===== config.mk =====
export PLATFORM = sky130hd
export DESIGN_NAME = oam_dma
export DESIGN_NICKNAME = d
export VERILOG_FILES = /design/src/rtl/oam_dma.sv
export SDC_FILE = /design/constraint.sdc
export NUM_CORES = 1
export LEC_CHECK = 0
export ABC_CLOCK_PERIOD_IN_PS = 2600
export CORE_MARGIN = 4
export CORE_UTILIZATION = 44
export CTS_CLUSTER_SIZE = 28
export DETAILED_ROUTE_END_ITERATION = 10
export PLACE_DENSITY = 0.79
export RECOVER_POWER = 25
export SLEW_MARGIN = 20
export SYNTH_ARGS = -nofsm -noshare
export SYNTH_HDL_FRONTEND = slang
export SYNTH_SLANG_ARGS = --single-unit

===== constraint.sdc =====
create_clock -name clk -period 2.6 [get_ports clk]
set_input_delay 0.65 -clock clk [delete_from_list [all_inputs] [get_ports clk]]
set_output_delay 0.65 -clock clk [all_outputs]
set_load 0.02 [all_outputs]

===== src/rtl/oam_dma.sv =====
// Sprite DMA engine: halts the CPU and copies one 256-byte page
// from {page,idx} into the PPU OAM data port, one get/put pair per byte.
module oam_dma #(
  parameter logic [15:0] DMA_REG_ADDR  = 16'h4014,
  parameter logic [15:0] OAM_DATA_ADDR = 16'h2004,
  parameter int unsigned XFER_LEN      = 256
) (
  input  logic        clk,
  input  logic        reset,
  input  logic [15:0] cpu_addr,
  input  logic [7:0]  cpu_wdata,
  input  logic        cpu_rw,
  input  logic [7:0]  bus_rdata,
  output logic        cpu_rdy,
  output logic        dma_active,
  output logic [15:0] dma_addr,
  output logic [7:0]  dma_dout,
  output logic        dma_rw,
  output logic        dma_done
);

  localparam logic [7:0] LAST_IDX = 8'(XFER_LEN - 1);

  typedef enum logic [2:0] {
    S_IDLE,
    S_HALT,
    S_ALIGN,
    S_READ,
    S_WRITE
  } state_t;

  state_t      state_q, state_d;
  logic [7:0]  page_q, page_d;
  logic [7:0]  idx_q, idx_d;
  logic [7:0]  data_q, data_d;
  logic        parity_q;

  logic        rdy_q, rdy_d;
  logic        act_q, act_d;
  logic [15:0] addr_q, addr_d;
  logic [7:0]  dout_q, dout_d;
  logic        rw_q, rw_d;
  logic        done_q, done_d;

  logic        trig;
  logic        last;

  assign trig = (cpu_addr == DMA_REG_ADDR) && !cpu_rw;
  assign last = (idx_q == LAST_IDX);

  // Outputs are registered from the next state so every bus
  // field lines up with the state it belongs to.
  always_comb begin
    state_d = state_q;
    page_d  = page_q;
    idx_d   = idx_q;
    data_d  = data_q;
    rdy_d   = 1'b1;
    act_d   = 1'b0;
    addr_d  = '0;
    dout_d  = '0;
    rw_d    = 1'b1;
    done_d  = 1'b0;

    unique case (state_q)
      S_IDLE: begin
        if (trig) begin
          state_d = S_HALT;
          page_d  = cpu_wdata;
          idx_d   = '0;
        end
      end
      S_HALT: begin
        state_d = parity_q ? S_READ : S_ALIGN;
      end
      S_ALIGN: begin
        state_d = S_READ;
      end
      S_READ: begin
        data_d  = bus_rdata;
        state_d = S_WRITE;
      end
      S_WRITE: begin
        idx_d   = idx_q + 8'd1;
        state_d = last ? S_IDLE : S_READ;
        done_d  = last;
      end
      default: begin
        state_d = S_IDLE;
      end
    endcase

    unique case (state_d)
      S_HALT: begin
        rdy_d = 1'b0;
      end
      S_ALIGN,
      S_READ: begin
        rdy_d  = 1'b0;
        act_d  = 1'b1;
        addr_d = {page_d, idx_d};
      end
      S_WRITE: begin
        rdy_d  = 1'b0;
        act_d  = 1'b1;
        rw_d   = 1'b0;
        addr_d = OAM_DATA_ADDR;
        dout_d = data_d;
      end
      default: begin
        rdy_d = 1'b1;
      end
    endcase
  end

  always_ff @(posedge clk or posedge reset) begin
    if (reset) begin
      state_q  <= S_IDLE;
      page_q   <= '0;
      idx_q    <= '0;
      data_q   <= '0;
      parity_q <= 1'b0;
      rdy_q    <= 1'b1;
      act_q    <= 1'b0;
      addr_q   <= '0;
      dout_q   <= '0;
      rw_q     <= 1'b1;
      done_q   <= 1'b0;
    end else begin
      state_q  <= state_d;
      page_q   <= page_d;
      idx_q    <= idx_d;
      data_q   <= data_d;
      parity_q <= ~parity_q;
      rdy_q    <= rdy_d;
      act_q    <= act_d;
      addr_q   <= addr_d;
      dout_q   <= dout_d;
      rw_q     <= rw_d;
      done_q   <= done_d;
    end
  end

  assign cpu_rdy    = rdy_q;
  assign dma_active = act_q;
  assign dma_addr   = addr_q;
  assign dma_dout   = dout_q;
  assign dma_rw     = rw_q;
  assign dma_done   = done_q;

endmodule


==> impl_metrics.yaml, run 1 <==
routing:
  viasPerCell: 4.92
  drt-initial-drc-count: 68
  wl_per_cell_um: 14.0
  ant_nets: 0
  firstDrtPassIters: 3
  drc_errors: 0
  routed_wl_um: 3860
  vias: 1352
cts:
  cts.sinks: 48
  cts_hold_buf: 0
  post_cts_buffers: 0
  ctsResizeCount: 0
  clock_latency_ns: 0.29
  cts_buffer_depth: 2
  cts_tree: "done"
  clkTransAtPathRegs_ns: 0.08
  cts_made_buffers: 5
  cts_root_buf: "clkbuf_8"
  h-tree-depth: 2
power:
  switching_power_uw: 270
  switching_share_pct: 19.6
  pwr-share-seq_pct: 55.4
  powerDensity_nw_per_um2: 512
  p_clk_share_pct: 37.4
  p_leak_uw: 0.00116
  power.ir.vdd_worst_uv: 328
  internal-power_uw: 1100
  power.combinational.fraction_pct: 7.2
global_routing:
  grt_pass1_wl_um: 6310
  grt_usage_pct: 15.5
  grt_pass1_vias: 1362
  grt_max_degree: 27
  antenna_found_initial: 0
  grt-ovfl-total: 0
sta:
  tns_ns: 0
  worst_slew_pin_slew_ns: 0.803
  slew_headroom_pct: 46.4
  period_share_pct: 93.9
  skew_ns: 0.00416
  timing.final.max_slew_violations: 0
  setup_slack_ns: 0.159
  finalHoldViolations: 0
  rsz0062_at_grt: "no"
  layout_min_cycle_time_ns: 2.44
  fmax_ghz: 0.410
  setup_violations: 0
setup_path:
  worstPathMaxFanout: 7
  endpoint_kind: "flop"
  r2r-start: "idx_q[0]$_DFF_PP0_"
  rr_worst_depth: 6
  cp_slowest_cell: "clkdlybuf4s50_1"
  slowest_delay_ns: 0.44
  cp_data_required_time_ns: 2.75
  start_kind: "primary input"
  crit_family: "simple AND/OR/NAND/NOR gates"
  reg2reg_slack_ns: 0.49
  critPathBufInv: 2
  crit_type: "primary input to flop"
  crit_arrival_ns: 2.59
  path_cells: "clkdlybuf4s50_1 -> nor4bb_1 -> nand4b_1 -> nor4_4 -> buf_4 -> mux2_2 -> nor2b_1"
  r2r_end: "dma_addr[14]$_DFF_PP0_"
cells_and_area:
  n_antenna_cell: 0
  finalNetCount: 260
  nFillCells: 340
  drive_above_1_share_pct: 12.0
  area_growth_pct: 42.4
  design_area_um2: 2680
synth:
  synth-async-reset-ratio_pct: 100
  syn_area_um2: 1880
  yosysSeqAreaShare_pct: 64.0
  yosysWarningCount: 0
  avgSynthCellArea_um2: 12.1
  syn_nets: 192
  synth_edf_count: 0
  synth.distinct_cells: 38
  ys_seq_elements: 48
  synth_ff_type: "dfrtp_1"
  syn_inst: 156
place:
  placed_cell_area_um2: 2590
  pre_cts_slack_ns: -0.155
  gp_congestion: 0.753
  place_hpwl_um: 2930
  port_buffers: 62
hold_path:
  min_path_cells: 1
  hold_path.class: "flop to flop"
  hp-start: "parity_q$_DFF_PP0_"
  holdPathEnd: "parity_q$_DFF_PP0_"
floorplan:
  die_w_um: 73.4
  die_h_um: 73.4
  start_util_pct: 46.3
  io_pins: 63
  core_um2: 4060
  die_area_um2: 5380
  rows: 23
flow_run:
  drv_cap: 0
run_status:
  status: "finished, final reports clean"
-- layout make-up --
cell class | instances | area (µm²) | share of cell area [%]
timing repair buffer | 68 | 659 | 24.6
tap | 50 | 62.6 | 2.34
clock buffer | 6 | 72.6 | 2.71
inverter | 5 | 18.8 | 0.701
multi-input combinational | 96 | 626 | 23.4
sequential | 48 | 1200 | 45.0
clock inverter | 2 | 35.0 | 1.31
-- worst reg2reg max path: cells and delay by family, from the launching register on --
family                   cells  cell delay, ns
AO/OA/AOI/OAI                1            0.56
adder cells (fa/ha/maj)      1            0.20
flip-flops                   1            0.42
AND/OR/NAND/NOR              4            0.83
-- worst max-delay path by stage --
stage                            from                      to  slack [ns]  cells past startpoint
after floorplan           cpu_addr[7]  dma_addr[14]$_DFF_PP0_        0.42                      5
after global placement    cpu_addr[2]  dma_addr[10]$_DFF_PP0_       -0.05                      7
after detailed placement  cpu_addr[2]   dma_addr[9]$_DFF_PP0_       -0.15                      7
after CTS                 cpu_addr[2]  dma_addr[15]$_DFF_PP0_        0.16                      7
after global routing      cpu_addr[2]  dma_addr[15]$_DFF_PP0_        0.07                      7
final                     cpu_addr[2]  dma_addr[15]$_DFF_PP0_        0.16                      7
-- cells by family after synthesis --
kind of cell,after synthesis,share of synthesized area (%)
xor gates and xnor gates,3,1.40
buffers and inverters,12,2.73
adders and majority gates,1,0.665
muxes,10,5.86
and+or+nand+nor,67,20.2
AOI/OAI and AO/OA,15,5.19
DFF,48,64.0
-- layer usage --
metal | GRT usage [%] | routed length, µm
met5 | 0 | 0
met4 | 4.43 | 22
met3 | 8.48 | 466
met2 | 25.8 | 1840
met1 | 17.1 | 1530
-- flip-flops by register name, summed over array words and instances (netlist names) --
signal      cells
parity_q        1
dma_active      1
dma_done        1
page_q          8
dma_rw          1
dma_dout        8
cpu_rdy         1
state_q         3
dma_addr       16
idx_q           8
-- cells in the mapped netlist, types with 3 or more instances --
library cell	instances	share of area, %
a21oi_1	3	0.80
and2_1	8	2.7
buf_2	5	1.3
dfrtp_1	46	61
inv_1	5	1.0
mux2_2	8	4.8
nand2_1	10	2.0
nor2_1	13	2.6
nor2b_1	8	2.7
nor3_1	7	1.9
o21a_1	3	1.2
o21ai_0	4	1.1
or2_2	3	1.0
-- metrics by stage --
stage / std cells / total power, µW / util (%) / hold slack, ns
detailed placement: 267 / 880 / 63.8 / 0.428
finish: 275 / 1370 / 66.0 / 0.438
global placement: 267 / 879 / 63.8 / 0.406
CTS: 275 / 1400 / 66.5 / 0.441
global route: 275 / 1430 / 66.0 / 0.491
floorplan: 156 / 805 / - / 0.395
-- cells in the final DEF (no fill, tap or decap), types with 2 or more instances in the layout --
cell type	n
a21oi_1	3
and2_1	8
buf_4	4
clkbuf_1	2
clkbuf_8	5
clkdlybuf4s50_1	61
dfrtp_1	46
dfstp_2	2
inv_1	5
mux2_2	8
mux2i_1	2
nand2_1	10
nand2b_1	2
nand3_1	2
nand3b_1	2
nor2_1	13
nor2b_1	8
nor3_1	7
nor4_1	2
o21a_1	3
o21ai_0	4
or2_2	3
xnor2_1	2
-- power groups by stage --
stage | clock (µW) | combinational (µW) | sequential [µW]
floorplan | 0 | 22.5 | 783
global placement | 0 | 104 | 775
detailed placement | 0 | 105 | 775
CTS | 530 | 105 | 761
global route | 563 | 109 | 762
finish | 513 | 99.1 | 760
Note: power is estimated with default switching activity, not from simulation.
==> inputs of run 2 (changes only) <==
--- a/config.mk
+++ b/config.mk
@@ -7,11 +7,12 @@
 export LEC_CHECK = 0
 export ABC_CLOCK_PERIOD_IN_PS = 2600
 export CORE_MARGIN = 4
-export CORE_UTILIZATION = 44
+export CORE_UTILIZATION = 52
 export CTS_CLUSTER_SIZE = 28
 export DETAILED_ROUTE_END_ITERATION = 10
-export PLACE_DENSITY = 0.79
-export RECOVER_POWER = 25
+export DONT_BUFFER_PORTS = 1
+export PLACE_DENSITY = 0.68
+export RECOVER_POWER = 100
 export SLEW_MARGIN = 20
 export SYNTH_ARGS = -nofsm -noshare
 export SYNTH_HDL_FRONTEND = slang
==> impl_metrics.yaml, run 2 (synthesis results as in run 1) <==
floorplan:
  rows: 21
  die_h_um: 68.1
  start_util_pct: 55.1
  die_w_um: 68.1
  die_area_um2: 4640
  core_um2: 3420
  io_pins: 63
sta:
  layout_min_cycle_time_ns: 2.26
  fin_hold_ws_ns: 0.292
  fmax_ghz: 0.443
  rsz0062_at_grt: "no"
  skew_ns: 0.00309
  worst_slew_pin_slew_ns: 0.760
  timing.final.max_slew_violations: 0
  setup_violations: 0
  period_share_pct: 86.8
  finalHoldViolations: 0
  tns_ns: 0
  slew_headroom_pct: 49.3
cts:
  cts.sinks: 48
  post_cts_buffers: 0
  cts_hold_buf: 0
  cts_tree: "done"
  clkTransAtPathRegs_ns: 0.12
  h-tree-depth: 2
  clock_latency_ns: 0.35
  cts_root_buf: "clkbuf_4"
  cts_made_buffers: 5
  cts_buffer_depth: 2
  ctsResizeCount: 0
global_routing:
  grt_usage_pct: 16.9
  grt_pass1_wl_um: 5620
  grt-ovfl-total: 0
  grt_pass1_vias: 1132
  grt_max_degree: 22
  antenna_found_initial: 0
flow_run:
  drv_cap: 0
cells_and_area:
  final_common_cell: "dfrtp_1"
  area_growth_pct: 5.46
  layout_common_cells: "dfrtp_1, nor2_1, nand2_1, nor2b_1, nor3_1"
  n_antenna_cell: 0
  regArea_um2: 1200
  nFillCells: 310
  multi_input_area_um2: 626
  post-route-util_pct: 58.1
  finalNetCount: 196
  drive_above_1_share_pct: 8.70
  instances_no_fill: 207
  largest_register_ffs: 16
power:
  switching_share_pct: 21.5
  pwr-share-seq_pct: 67.4
  p_clk_share_pct: 30.2
  p_leak_uw: 0.000892
  internal-power_uw: 898
  powerDensity_nw_per_um2: 576
  power.combinational.fraction_pct: 2.4
  power.ir.vdd_worst_uv: 329
  switching_power_uw: 245
setup_path:
  rr_worst_depth: 5
  worstPathMaxFanout: 10
  cp_slowest_cell: "nor4_4"
  slowest_delay_ns: 0.60
  endpoint_kind: "flop"
  start_kind: "flop"
  crit_arrival_ns: 2.47
  cp_data_required_time_ns: 2.82
  r2r-start: "state_q[1]$_DFF_PP0_"
  setup.worst_path.start: "state_q[1]$_DFF_PP0_"
  path_cells: "or2_0 -> nor4_4 -> clkbuf_1 -> nand3b_1 -> a21oi_1"
  crit_type: "flop to flop"
routing:
  ant_nets: 0
  routed_wl_um: 3330
  vias: 1123
  drt-initial-drc-count: 56
  drc_errors: 0
  wl_per_cell_um: 16.1
  firstDrtPassIters: 3
  viasPerCell: 5.43
run_status:
  status: "finished, final reports clean"
hold_path:
  hold_path.class: "primary input to asynchronous set/reset pin"
place:
  port_buffers: 0
  place_hpwl_um: 2490
  place_inst: 199
  gp_congestion: 0.775
run 2: cell types whose count changed in the layout (fill, tap and decap cells not counted), moves of 4 or more:
cell and delta:
clkdlybuf4s50_1 -61, mux2_1 +6, mux2_2 -6, clkbuf_4 +5, clkbuf_8 -4
run 2: worst paths after layout:
check / end / slack (ns)
worst max-delay path: dma_addr[5]$_DFF_PP0_ / 0.34
worst min-delay path: dma_dout[0]$_DFF_PP0_ / 0.29
worst max register to register: dma_addr[5]$_DFF_PP0_ / 0.34
worst min register to register: parity_q$_DFF_PP0_ / 0.43
max in group asynchronous: idx_q[0]$_DFF_PP0_ / 1.19
min in group clk: dma_dout[1]$_DFF_PP0_ / 0.42
run 2: power by group through the flow:
stage	sequential [µW]	clock, µW	combinational [µW]
final	770	345	27.5
after global placement	785	0	29.1
after floorplan	783	0	22.5
after detailed placement	785	0	30.5
after global routing	772	397	33.9
after CTS	771	360	30.5
run 2: final cells by class:
cell class                      instances  share of cell area (%)
Multi-Input combinational cell         96                    31.5
Timing Repair Buffer                    4                   0.946
Tap cell                               46                    2.90
Inverter                                5                   0.946
Sequential cell                        48                    60.7
Clock buffer                            8                    2.97
run 2: per-layer routing:
metal  share of wire, %  GRT usage (%)  wire (µm)
met5                  0              0          0
met4                1.6           6.70         53
met3                6.8           7.72        226
met2                 52           25.8       1730
met1                 40           21.0       1330
run 2: per-stage QoR:
stage	worst slack, ns	cell area [µm²]	power (µW)
2_1_floorplan	0.415	1880	805
3_3_place_gp	0.283	1940	814
3_5_place_dp	0.155	1940	815
4_1_cts	0.439	1990	1160
5_1_grt	0.174	1980	1200
6_report	0.343	1980	1140
run 2: worst max-delay path: cells and delay by family, from the launching register on:
| family | cells | cell delay [ns] |
|---|---|---|
| DFF | 1 | 0.50 |
| buffers and inverters | 1 | 0.38 |
| and+or+nand+nor | 3 | 1.17 |
| AOI/OAI and AO/OA | 1 | 0.08 |
==> inputs of run 3 (changes only) <==
--- a/config.mk
+++ b/config.mk
@@ -5,13 +5,12 @@
 export SDC_FILE = /design/constraint.sdc
 export NUM_CORES = 1
 export LEC_CHECK = 0
-export ABC_CLOCK_PERIOD_IN_PS = 2600
 export CORE_MARGIN = 4
-export CORE_UTILIZATION = 52
+export CORE_UTILIZATION = 25
 export CTS_CLUSTER_SIZE = 28
 export DETAILED_ROUTE_END_ITERATION = 10
 export DONT_BUFFER_PORTS = 1
-export PLACE_DENSITY = 0.68
+export PLACE_DENSITY = 0.39
 export RECOVER_POWER = 100
 export SLEW_MARGIN = 20
 export SYNTH_ARGS = -nofsm -noshare
==> impl_metrics.yaml, run 3 (synthesis results as in run 1) <==
cts:
  clock_latency_ns: 0.30
  cts.sinks: 48
  cts_buffer_depth: 2
  cts_hold_buf: 0
  post_cts_buffers: 0
  ctsResizeCount: 0
  cts_tree: "done"
  cts_made_buffers: 5
  clkTransAtPathRegs_ns: 0.09
  h-tree-depth: 2
  cts_root_buf: "clkbuf_8"
run_status:
  status: "finished, final reports clean"
sta:
  timing.final.max_slew_violations: 0
  period_share_pct: 84.3
  worst_slew_pin_slew_ns: 1.15
  slew_headroom_pct: 23.2
  tns_ns: 0
  setup_violations: 0
  layout_min_cycle_time_ns: 2.19
  rsz0062_at_grt: "no"
  finalHoldViolations: 0
  fmax_ghz: 0.456
  skew_ns: 0.00956
  setup_slack_ns: 0.408
setup_path:
  cp_slowest_cell: "clkbuf_1"
  rr_worst_depth: 5
  crit_type: "flop to flop"
  crit_arrival_ns: 2.39
  endpoint_kind: "flop"
  r2r-start: "state_q[2]$_DFF_PP0_"
  cp_data_required_time_ns: 2.79
  slowest_delay_ns: 0.49
  reg2reg_slack_ns: 0.41
  r2r_end: "dma_addr[2]$_DFF_PP0_"
  worstPathMaxFanout: 17
  start_kind: "flop"
  path_cells: "clkbuf_1 -> nor3b_1 -> nand2b_1 -> o21a_1 -> o31ai_1"
hold_path:
  hold_path.class: "flop to flop"
  min_path_cells: 1
  hp-start: "parity_q$_DFF_PP0_"
  holdPathEnd: "parity_q$_DFF_PP0_"
global_routing:
  grt_usage_pct: 9.40
  antenna_found_initial: 0
  grt_pass1_vias: 1263
  grt-ovfl-total: 0
  grt_max_degree: 32
  grt_pass1_wl_um: 6330
power:
  switching_power_uw: 276
  internal-power_uw: 980
  switching_share_pct: 22.0
  power.ir.vdd_worst_uv: 197
  powerDensity_nw_per_um2: 600
  power.combinational.fraction_pct: 2.2
  p_leak_uw: 0.000902
  p_clk_share_pct: 36.5
  pwr-share-seq_pct: 61.3
routing:
  routed_wl_um: 3930
  drc_errors: 0
  vias: 1137
  ant_nets: 0
  drt-initial-drc-count: 38
  wl_per_cell_um: 15.1
  viasPerCell: 4.36
  firstDrtPassIters: 5
floorplan:
  die_area_um2: 8970
  die_h_um: 94.7
  die_w_um: 94.7
  io_pins: 63
  start_util_pct: 25.8
  rows: 31
  core_um2: 7290
flow_run:
  drv_cap: 0
cells_and_area:
  drive_above_1_share_pct: 12.3
  nFillCells: 793
  multi_input_area_um2: 626
  post-route-util_pct: 28.7
  area_growth_pct: 11.2
  final_common_cell: "dfrtp_1"
  layout_common_cells: "dfrtp_1, nor2_1, nand2_1, nor2b_1, nor3_1"
  finalNetCount: 197
  largest_register_ffs: 16
  regArea_um2: 1200
  n_antenna_cell: 0
place:
  place_hpwl_um: 2950
  port_buffers: 0
  gp_congestion: 0.705
  pre_cts_slack_ns: 0.259
==> run 3: power by group through the flow <==
stage / clock, µW / sequential (µW) / combinational (µW)
6_report: 458 / 770 / 28.0
5_1_grt: 504 / 772 / 34.7
4_1_cts: 473 / 770 / 31.5
3_5_place_dp: 0 / 785 / 31.4
3_3_place_gp: 0 / 785 / 30.7
2_1_floorplan: 0 / 783 / 22.5
==> run 3: stage by stage <==
step / std cells / hold WS (ns) / instance area [µm²] / total power [µW]
final: 261 / 0.430 / 2090 / 1260
after global routing: 261 / 0.464 / 2090 / 1310
after CTS: 261 / 0.341 / 2100 / 1280
after detailed placement: 253 / 0.417 / 2010 / 816
after global placement: 253 / 0.414 / 2010 / 816
after floorplan: 156 / 0.395 / 1880 / 805
==> run 3: area by class of cell <==
type | instances | share of cell area, %
sequential | 48 | 57.5
multi-input combinational | 96 | 29.9
tap | 99 | 5.92
clock buffer | 7 | 4.13
timing repair buffer | 5 | 1.26
inverter | 5 | 0.897
clock inverter | 1 | 0.359
==> run 3: worst max-delay path: cells and delay by family, from the launching register on <==
family | cells | cell delay, ns
AOI/OAI and AO/OA | 2 | 0.74
buffers and inverters | 1 | 0.49
DFF | 1 | 0.39
and+or+nand+nor | 2 | 0.47
==> run 3: how the worst max path moves through the flow <==
stage | cells after the start | from | slack [ns] | to
global route | 7 | state_q[2]$_DFF_PP0_ | 0.14 | dma_addr[7]$_DFF_PP0_
detailed placement | 6 | cpu_addr[10] | 0.26 | dma_addr[9]$_DFF_PP0_
global placement | 6 | cpu_addr[10] | 0.31 | dma_addr[11]$_DFF_PP0_
CTS | 6 | idx_q[0]$_DFF_PP0_ | 0.44 | dma_addr[14]$_DFF_PP0_
floorplan | 5 | cpu_addr[7] | 0.42 | dma_addr[14]$_DFF_PP0_
finish | 5 | state_q[2]$_DFF_PP0_ | 0.41 | dma_addr[2]$_DFF_PP0_
==> run 3: metal layers <==
layer  wire length (µm)  part of all wire [%]  track usage, %
met2               2020                    51            15.7
met1               1580                    40            10.7
met3                271                   6.9            3.98
met5                  0                     0               0
met4                 61                   1.6            3.49
